## config.mk

```make
export PLATFORM = sky130hd
export DESIGN_NAME = hazard_ctrl_flat
export DESIGN_NICKNAME = d
export VERILOG_FILES = /design/src/rtl/hazard_ctrl_if.sv /design/src/rtl/hazard_ctrl.sv /design/src/flat_wrapper.sv
export SDC_FILE = /design/constraint.sdc
export NUM_CORES = 1
export LEC_CHECK = 0
export CORE_MARGIN = 10
export CORE_UTILIZATION = 44
export DETAILED_ROUTE_END_ITERATION = 10
export PLACE_DENSITY = 0.77
export RECOVER_POWER = 50
export SLEW_MARGIN = 20
export SYNTH_ARGS = -nofsm -noshare
export SYNTH_HDL_FRONTEND = slang
export SYNTH_SLANG_ARGS = --single-unit
```

## constraint.sdc

```tcl
create_clock -name clk -period 2.1 [get_ports clk]
set_input_delay 0.315 -clock clk [delete_from_list [all_inputs] [get_ports clk]]
set_output_delay 0.315 -clock clk [all_outputs]
set_load 0.1 [all_outputs]
```

## src/rtl/hazard_ctrl_if.sv

```systemverilog
// Decode/execute hazard fields into the hazard controller and the
// stall/flush/divider/counter signals it hands back to the pipeline.
interface hazard_ctrl_if #(
  parameter int REG_ADDR_WIDTH = 5,
  parameter int CNT_WIDTH      = 32
);
  logic                      dec_valid;
  logic [REG_ADDR_WIDTH-1:0] dec_rs_addr;
  logic [REG_ADDR_WIDTH-1:0] dec_rt_addr;
  logic                      dec_uses_rs;
  logic                      dec_uses_rt;
  logic                      dec_is_div;
  logic                      dec_reads_hilo;
  logic                      exec_is_load;
  logic                      exec_reg_write;
  logic [REG_ADDR_WIDTH-1:0] exec_rd_addr;
  logic                      branch_taken;
  logic                      mem_busy;

  logic                      stall_pc;
  logic                      stall_f2d;
  logic                      flush_f2d;
  logic                      stall_d2e;
  logic                      flush_d2e;
  logic                      div_start;
  logic                      div_busy;
  logic [CNT_WIDTH-1:0]      stall_cycles;
  logic [CNT_WIDTH-1:0]      flush_events;

  modport master (
    output dec_valid, dec_rs_addr, dec_rt_addr, dec_uses_rs, dec_uses_rt,
           dec_is_div, dec_reads_hilo, exec_is_load, exec_reg_write,
           exec_rd_addr, branch_taken, mem_busy,
    input  stall_pc, stall_f2d, flush_f2d, stall_d2e, flush_d2e,
           div_start, div_busy, stall_cycles, flush_events
  );

  modport slave (
    input  dec_valid, dec_rs_addr, dec_rt_addr, dec_uses_rs, dec_uses_rt,
           dec_is_div, dec_reads_hilo, exec_is_load, exec_reg_write,
           exec_rd_addr, branch_taken, mem_busy,
    output stall_pc, stall_f2d, flush_f2d, stall_d2e, flush_d2e,
           div_start, div_busy, stall_cycles, flush_events
  );
endinterface

```

## src/rtl/hazard_ctrl.sv

```systemverilog
// Pipeline hazard controller: prioritised stall/flush generation, an
// iterative-divider tracking FSM and saturating stall/flush counters.
module hazard_ctrl #(
  parameter int REG_ADDR_WIDTH = 5,
  parameter int DIV_CYCLES     = 32,
  parameter int CNT_WIDTH      = 32
) (
  input logic          clk,
  input logic          rst_n,
  hazard_ctrl_if.slave hz
);
  localparam int DCW = (DIV_CYCLES > 2) ? $clog2(DIV_CYCLES) : 1;

  typedef enum logic {IDLE, BUSY} div_state_t;

  div_state_t           state, state_nxt;
  logic [DCW-1:0]       cnt, cnt_nxt;
  logic                 div_busy;
  logic                 rs_hit, rt_hit, load_use, hilo_haz;
  logic                 stall_pc, stall_f2d, flush_f2d, stall_d2e, flush_d2e;
  logic                 div_start;
  logic [CNT_WIDTH-1:0] stall_cycles, flush_events;

  function automatic logic [CNT_WIDTH-1:0] sat_inc(input logic [CNT_WIDTH-1:0] v,
                                                   input logic en);
    return (en && (v != '1)) ? v + CNT_WIDTH'(1) : v;
  endfunction

  assign div_busy = (state == BUSY);
  assign rs_hit   = hz.dec_uses_rs && (hz.dec_rs_addr == hz.exec_rd_addr);
  assign rt_hit   = hz.dec_uses_rt && (hz.dec_rt_addr == hz.exec_rd_addr);
  assign load_use = hz.dec_valid && hz.exec_is_load && hz.exec_reg_write &&
                    (hz.exec_rd_addr != '0) && (rs_hit || rt_hit);
  assign hilo_haz = hz.dec_valid && div_busy && (hz.dec_is_div || hz.dec_reads_hilo);

  // Outputs are forced low while reset is held, even with active inputs.
  always_comb begin
    stall_pc  = 1'b0;
    stall_f2d = 1'b0;
    flush_f2d = 1'b0;
    stall_d2e = 1'b0;
    flush_d2e = 1'b0;
    div_start = 1'b0;
    if (rst_n) begin
      if (hz.mem_busy) begin
        stall_pc  = 1'b1;
        stall_f2d = 1'b1;
        stall_d2e = 1'b1;
      end else if (hz.branch_taken) begin
        flush_f2d = 1'b1;
        flush_d2e = 1'b1;
      end else if (load_use || hilo_haz) begin
        stall_pc  = 1'b1;
        stall_f2d = 1'b1;
        flush_d2e = 1'b1;
      end else if (hz.dec_valid && hz.dec_is_div) begin
        div_start = 1'b1;
      end
    end
  end

  always_comb begin
    state_nxt = state;
    cnt_nxt   = cnt;
    unique case (state)
      IDLE: if (div_start) begin
        state_nxt = BUSY;
        cnt_nxt   = DCW'(DIV_CYCLES - 1);
      end
      BUSY: if (cnt == '0) state_nxt = IDLE;
            else           cnt_nxt   = cnt - DCW'(1);
      default: state_nxt = IDLE;
    endcase
  end

  always_ff @(posedge clk or negedge rst_n) begin
    if (!rst_n) begin
      state        <= IDLE;
      cnt          <= '0;
      stall_cycles <= '0;
      flush_events <= '0;
    end else begin
      state        <= state_nxt;
      cnt          <= cnt_nxt;
      stall_cycles <= sat_inc(stall_cycles, stall_pc);
      flush_events <= sat_inc(flush_events, flush_f2d);
    end
  end

  assign hz.stall_pc     = stall_pc;
  assign hz.stall_f2d    = stall_f2d;
  assign hz.flush_f2d    = flush_f2d;
  assign hz.stall_d2e    = stall_d2e;
  assign hz.flush_d2e    = flush_d2e;
  assign hz.div_start    = div_start;
  assign hz.div_busy     = div_busy;
  assign hz.stall_cycles = stall_cycles;
  assign hz.flush_events = flush_events;
endmodule

```

## src/flat_wrapper.sv

```systemverilog
// flat-port wrapper written by rule: the top's interface ports become plain ports
module hazard_ctrl_flat 
#(
  parameter int REG_ADDR_WIDTH = 5,
  parameter int DIV_CYCLES     = 32,
  parameter int CNT_WIDTH      = 32
)
  (clk, rst_n, hz_dec_valid, hz_dec_rs_addr, hz_dec_rt_addr, hz_dec_uses_rs, hz_dec_uses_rt, hz_dec_is_div, hz_dec_reads_hilo, hz_exec_is_load, hz_exec_reg_write, hz_exec_rd_addr, hz_branch_taken, hz_mem_busy, hz_stall_pc, hz_stall_f2d, hz_flush_f2d, hz_stall_d2e, hz_flush_d2e, hz_div_start, hz_div_busy, hz_stall_cycles, hz_flush_events);
  hazard_ctrl_if #(.REG_ADDR_WIDTH(REG_ADDR_WIDTH), .CNT_WIDTH(CNT_WIDTH)) hz_i ();
  input logic clk;
  input logic rst_n;
  input wire logic [$bits(hz_i.dec_valid)-1:0] hz_dec_valid;
  input wire logic [$bits(hz_i.dec_rs_addr)-1:0] hz_dec_rs_addr;
  input wire logic [$bits(hz_i.dec_rt_addr)-1:0] hz_dec_rt_addr;
  input wire logic [$bits(hz_i.dec_uses_rs)-1:0] hz_dec_uses_rs;
  input wire logic [$bits(hz_i.dec_uses_rt)-1:0] hz_dec_uses_rt;
  input wire logic [$bits(hz_i.dec_is_div)-1:0] hz_dec_is_div;
  input wire logic [$bits(hz_i.dec_reads_hilo)-1:0] hz_dec_reads_hilo;
  input wire logic [$bits(hz_i.exec_is_load)-1:0] hz_exec_is_load;
  input wire logic [$bits(hz_i.exec_reg_write)-1:0] hz_exec_reg_write;
  input wire logic [$bits(hz_i.exec_rd_addr)-1:0] hz_exec_rd_addr;
  input wire logic [$bits(hz_i.branch_taken)-1:0] hz_branch_taken;
  input wire logic [$bits(hz_i.mem_busy)-1:0] hz_mem_busy;
  output wire logic [$bits(hz_i.stall_pc)-1:0] hz_stall_pc;
  output wire logic [$bits(hz_i.stall_f2d)-1:0] hz_stall_f2d;
  output wire logic [$bits(hz_i.flush_f2d)-1:0] hz_flush_f2d;
  output wire logic [$bits(hz_i.stall_d2e)-1:0] hz_stall_d2e;
  output wire logic [$bits(hz_i.flush_d2e)-1:0] hz_flush_d2e;
  output wire logic [$bits(hz_i.div_start)-1:0] hz_div_start;
  output wire logic [$bits(hz_i.div_busy)-1:0] hz_div_busy;
  output wire logic [$bits(hz_i.stall_cycles)-1:0] hz_stall_cycles;
  output wire logic [$bits(hz_i.flush_events)-1:0] hz_flush_events;
  assign hz_i.dec_valid = hz_dec_valid;
  assign hz_i.dec_rs_addr = hz_dec_rs_addr;
  assign hz_i.dec_rt_addr = hz_dec_rt_addr;
  assign hz_i.dec_uses_rs = hz_dec_uses_rs;
  assign hz_i.dec_uses_rt = hz_dec_uses_rt;
  assign hz_i.dec_is_div = hz_dec_is_div;
  assign hz_i.dec_reads_hilo = hz_dec_reads_hilo;
  assign hz_i.exec_is_load = hz_exec_is_load;
  assign hz_i.exec_reg_write = hz_exec_reg_write;
  assign hz_i.exec_rd_addr = hz_exec_rd_addr;
  assign hz_i.branch_taken = hz_branch_taken;
  assign hz_i.mem_busy = hz_mem_busy;
  assign hz_stall_pc = hz_i.stall_pc;
  assign hz_stall_f2d = hz_i.stall_f2d;
  assign hz_flush_f2d = hz_i.flush_f2d;
  assign hz_stall_d2e = hz_i.stall_d2e;
  assign hz_flush_d2e = hz_i.flush_d2e;
  assign hz_div_start = hz_i.div_start;
  assign hz_div_busy = hz_i.div_busy;
  assign hz_stall_cycles = hz_i.stall_cycles;
  assign hz_flush_events = hz_i.flush_events;
  hazard_ctrl #(.REG_ADDR_WIDTH(REG_ADDR_WIDTH), .DIV_CYCLES(DIV_CYCLES), .CNT_WIDTH(CNT_WIDTH)) u_core (.clk(clk), .rst_n(rst_n), .hz(hz_i));
endmodule
```

# After elaboration in Yosys (flattened, before gate mapping)
# Cells that the tools add are included.
# word_totals
ff_bits	70
in_bits	26
# classes
n_addsub	3
eq_ne	6
muxes	23
n_bitwise	1
n_reduce_logical	17
# op_table
cell	n
adder 32 x 1 -> 32 bit, second input constant	2
!= test 32 bit, second input constant	2
two-way mux 1 bit	19
logical AND 1 bit	11
equality test 5 bit	2
two-way mux 5 bit	2
one-hot mux 5 bit (2 select lines)	1
logical NOT 5 bit	1
nonzero test 5 bit	1
subtractor 5 x 1 -> 5 bit, second input constant	1
!= test 2 bit, second input constant	2
logical OR 1 bit	3
one-hot mux 1 bit (2 select lines)	1
AND reduction 2 bit	1
inverter 1 bit	1

# Longest topological paths before layout
# logic_depth
depth_word	11
mapped_depth	8
depth_no_buf	7

# Worst setup path before layout
# OpenSTA, ideal clock, no wires.
# synth_timing
path_type	register to register
start	reg u_core.state, in the netlist u_core.hz.div_busy
end	reg u_core.cnt[1]
arrival_ps	3083
slack_ps	-1054
path_stages_with_launch	4
period_less_slack_ps	3154
path_cell_list	dfrtp_1 > or4_1 > nor2_1 > or2_2
# synth_between
elab_chain_len	9
elab_cells_between_ends	12
classes_between	2 x eq/ne; 5 x mux; 1 x bitwise; 4 x reduce/logical
# synth_lines
item	line	source
start, declared	hazard_ctrl.sv:16	div_state_t state, state_nxt;
start signal, assigned	hazard_ctrl.sv:83	state <= state_nxt;
logical AND 1 bit (2 in a row)	hazard_ctrl.sv:34	assign hilo_haz = hz.dec_valid && div_busy && (hz.dec_is_div || hz.dec_reads_hilo);
logical OR 1 bit	hazard_ctrl.sv:52	end else if (load_use || hilo_haz) begin
two-way mux 1 bit	hazard_ctrl.sv:52	
two-way mux 1 bit	hazard_ctrl.sv:49	end else if (hz.branch_taken) begin
two-way mux 1 bit	hazard_ctrl.sv:45	if (hz.mem_busy) begin
two-way mux 1 bit	hazard_ctrl.sv:44	if (rst_n) begin
named net hz_div_start	flat_wrapper.sv:29	output wire logic [$bits(hz_i.div_start)-1:0] hz_div_start;
!= test 2 bit (no source line)	--	
AND reduction 2 bit (no source line)	--	
end signal, assigned	hazard_ctrl.sv:84	cnt <= cnt_nxt;
end, declared	hazard_ctrl.sv:17	logic [DCW-1:0] cnt, cnt_nxt;
# The timed path passes the listed nets, and every way through them passes these cells.
# A chain may end at the register's enable or synchronous reset.

# Worst setup path in the final report
# layout_timing
start	in hz_exec_rd_addr[3]
end	out hz_stall_pc
# layout_between
elab_chain_len	9
elab_cells_between_ends	13
classes_between	2 x eq/ne; 4 x mux; 7 x reduce/logical
# layout_lines
item	line	source
start, declared	flat_wrapper.sv:21	input wire logic [$bits(hz_i.exec_rd_addr)-1:0] hz_exec_rd_addr;
equality test 5 bit (on tied branches)	hazard_ctrl.sv:30, hazard_ctrl.sv:31	
logical AND 1 bit (on tied branches)	hazard_ctrl.sv:30, hazard_ctrl.sv:31	
logical OR 1 bit	hazard_ctrl.sv:33	(hz.exec_rd_addr != '0) && (rs_hit || rt_hit);
logical AND 1 bit *	hazard_ctrl.sv:33	
logical OR 1 bit *	hazard_ctrl.sv:52	
two-way mux 1 bit *	hazard_ctrl.sv:52	
two-way mux 1 bit *	hazard_ctrl.sv:49	
two-way mux 1 bit *	hazard_ctrl.sv:45	
two-way mux 1 bit *	hazard_ctrl.sv:44	
end, declared	flat_wrapper.sv:24	output wire logic [$bits(hz_i.stall_pc)-1:0] hz_stall_pc;
# Every way passes the cells marked *; elsewhere a longest branch is shown, timed or not.

==> flow_metrics.py <==
metrics = {
    "status": {
        "outcome": "finished, violations left",
        "failed_checks": "setup timing",
    },
    "die": {
        "dieWidth_um": 110,
        "die_area_mm2": 0.0121,
        "core.rowCount": 32,
        "core_area_mm2": 0.00781,
        "top_level_ports": 97,
        "die_h_um": 110,
        "start_util": 0.455,
    },
    "yosys": {
        "synthAdderAreaFrac": 0.0141,
        "synth_top_area_frac": 0.493,
        "async_reset_ff_frac": 1.00,
        "ys_seq_area_frac": 0.493,
        "synth.most_common_cell": "dfrtp_1",
        "synth_top_family_by_area": "simple AND/OR/NAND/NOR gates",
        "synth.area.top_cells": "dfrtp_1, xnor2_1, xor2_1",
        "synth_area_mm2": 0.00355,
        "syn-num-nets": 376,
        "ys_seq_elements": 70,
        "synth_top_cell_by_area": "dfrtp_1",
        "synth_warnings": 0,
        "synth_cells": 346,
        "synth_top_flop_cell": "dfrtp_1",
        "synth_common_cells": "dfrtp_1, xnor2_1, nand2_1, nor2_1, xor2_1",
        "synthMuxAreaShare": 0.00950,
        "ys_types": 44,
        "synth-simple-area-share": 0.241,
        "synth_xor_area_frac": 0.175,
        "synth-edff-count": 0,
        "syn_avg_cell_area_um2": 10.3,
        "synth_compound_area_frac": 0.0503,
    },
    "setup_path": {
        "reg2regPathDepth": 6,
        "timing.rr.start": "u_core.hz.stall_cycles[19]",
        "r2r_end": "u_core.hz.stall_cycles[30]",
        "worstPathArrival_ns": 1.82,
        "cp.required_ns": 1.78,
        "crit_path_start": "hz_exec_rd_addr[3]",
        "endpoint": "hz_stall_pc",
        "cp_max_fo": 2,
        "end_kind": "primary output",
        "cp-start-kind": "primary input",
        "crit_type": "primary input to primary output",
        "ff2ff_setup_slack_ns": 0.04,
    },
    "timing": {
        "hold_slack_ns": 0.483,
        "grt_setup_unrepaired": "true",
        "setup_violations": 3,
        "worst_pin_slew_ns": 1.17,
        "fin_ws_ns": -0.0382,
        "fmax_mhz": 468,
        "final-max-slew-violation-count": 0,
        "period_minus_slack_ns": 2.14,
        "skew_ns": 0.00941,
        "slew_headroom": 0.218,
        "finalHoldViolations": 0,
        "finalCritPeriodShare": 1.02,
    },
    "route": {
        "vias_per_cell": 5.25,
        "firstDrtPassIters": 4,
        "dr_total_vias": 3268,
        "drtIter0Drc": 71,
        "antenna_left": 0,
        "wirelength_mm": 10.4,
        "post_drt_wl_per_cell_um": 16.8,
        "drc": 0,
    },
    "flow_run": {
        "cap_violations": 0,
    },
    "clock_tree": {
        "cts_buffers": 9,
        "cts-root-buf": "clkbuf_8",
        "clk_pin_slew_ns": 0.07,
        "clock_sinks": 70,
        "cts.htree.levels": 3,
        "cts_tree": "built",
        "clockBufferDepth": 2,
        "clock_latency_ns": 0.35,
    },
    "finish": {
        "nNetsFinal": 545,
        "area_delta_synth_final_pct": 57.4,
        "drive_above_1_share": 0.508,
        "antenna_cells": 0,
        "fill_cells": 597,
        "final_area_mm2": 0.00560,
        "fin_cells": 622,
    },
    "global_route": {
        "grt_pass1_vias": 3571,
        "antenna_found_initial": 0,
        "grt_overflow": 0,
        "grt_max_degree": 46,
        "track_usage": 0.175,
        "grt_pass1_wl_mm": 16.9,
    },
    "placed_design": {
        "hpwl_mm": 7.90,
        "post-place-cells": 589,
        "place.gp.congestion": 0.788,
        "placed_area_mm2": 0.00525,
        "port_buffers": 96,
    },
    "power_and_ir_drop": {
        "p_leak_nw": 2.48,
        "power_density_mw_per_mm2": 827,
        "max-vdd-ir-drop_v": 0.000860,
    },
    "worst_hold_path": {
        "worst_hold_path_type": "primary input to register",
    },
}
==> power by group <==
part	internal (W)	leakage, nW	switching, W
registers	0.00154	0.824	0.000181
clock network	0.000787	0.112	0.000528
logic	0.000489	1.54	0.00110
total	0.00282	2.48	0.00181
==> repair_timing <==
action,in CTS,in global routing
hold buffers,1,0
pin swaps,17,14
cloned,0,0
buffers inserted,7,10
endpoints found under the hold margin,4,0
endpoints found under the setup margin,9,15
gates resized for setup,33,8
==> worst min path at each step <==
stage / start / to / cells after the start
floorplan: rst_n / u_core.cnt[0] / 0
global placement: rst_n / u_core.hz.stall_cycles[26] / 1
detailed placement: rst_n / u_core.hz.stall_cycles[27] / 1
CTS: rst_n / u_core.hz.stall_cycles[15] / 2
global route: hz_dec_is_div / u_core.hz.div_busy / 4
finish: hz_dec_is_div / u_core.hz.div_busy / 4
==> worst max-delay path: stages <==
cell	delay (ns)
buf_6	0.09
or4_4	0.53
o211ai_1	0.26
o21a_1	0.21
clkinvlp_4	0.19
buf_12	0.21
==> routing by layer <==
layer	share of wire	global-route usage	vias to the layer above
met5	0	0	-
met4	0.014	0.0651	0
met3	0.073	0.0515	14
met2	0.54	0.315	92
met1	0.38	0.188	1605
li1	-	-	1557
==> final cells by class <==
type | count | area, µm² | share of cell area
Sequential cell | 70 | 1930 | 0.345
Clock inverter | 6 | 110 | 0.0197
Tap cell | 102 | 128 | 0.0228
Clock buffer | 10 | 128 | 0.0228
Inverter | 10 | 41.3 | 0.00738
Timing Repair Buffer | 163 | 1300 | 0.232
Multi-Input combinational cell | 261 | 1960 | 0.351
==> flip-flops by register name, summed over array words and instances, names as in the netlist <==
| name | flops |
|---|---|
| u_core.hz.div_busy | 1 |
| u_core.hz.flush_events | 32 |
| u_core.hz.stall_cycles | 32 |
| u_core.cnt | 5 |
==> cell usage in the layout, fill, tap and decap left out, types with 12 or more instances in the layout <==
cell           count
nand3_1           13
clkbuf_2          20
buf_4            109
nor3_1            14
dlygate4sd2_1     12
nor2_1            17
xor2_1            23
xnor2_1           48
dfrtp_2           26
dfrtp_4           39
nand2_1           37
nand4_1           21
==> stage by stage <==
step / setup WS [ns] / setup TNS (ns) / utilization / power, W
finish: -0.0382 / -0.0825 / 0.717 / 0.00463
global route: -0.0798 / -0.500 / 0.717 / 0.00484
CTS: -0.0241 / -0.0480 / 0.709 / 0.00464
detailed placement: -0.385 / -11.55 / 0.672 / 0.00333
global placement: -0.340 / -8.75 / 0.672 / 0.00327
floorplan: -0.260 / -2.11 / - / 0.00284
==> kinds of logic after synthesis <==
family,count (synthesis)
muxes,3
DFF,70
AOI/OAI and AO/OA,25
adders and majority gates,4
and+or+nand+nor,158
xor gates and xnor gates,71
buffers and inverters,15
Power figures use the tool's default switching activity.
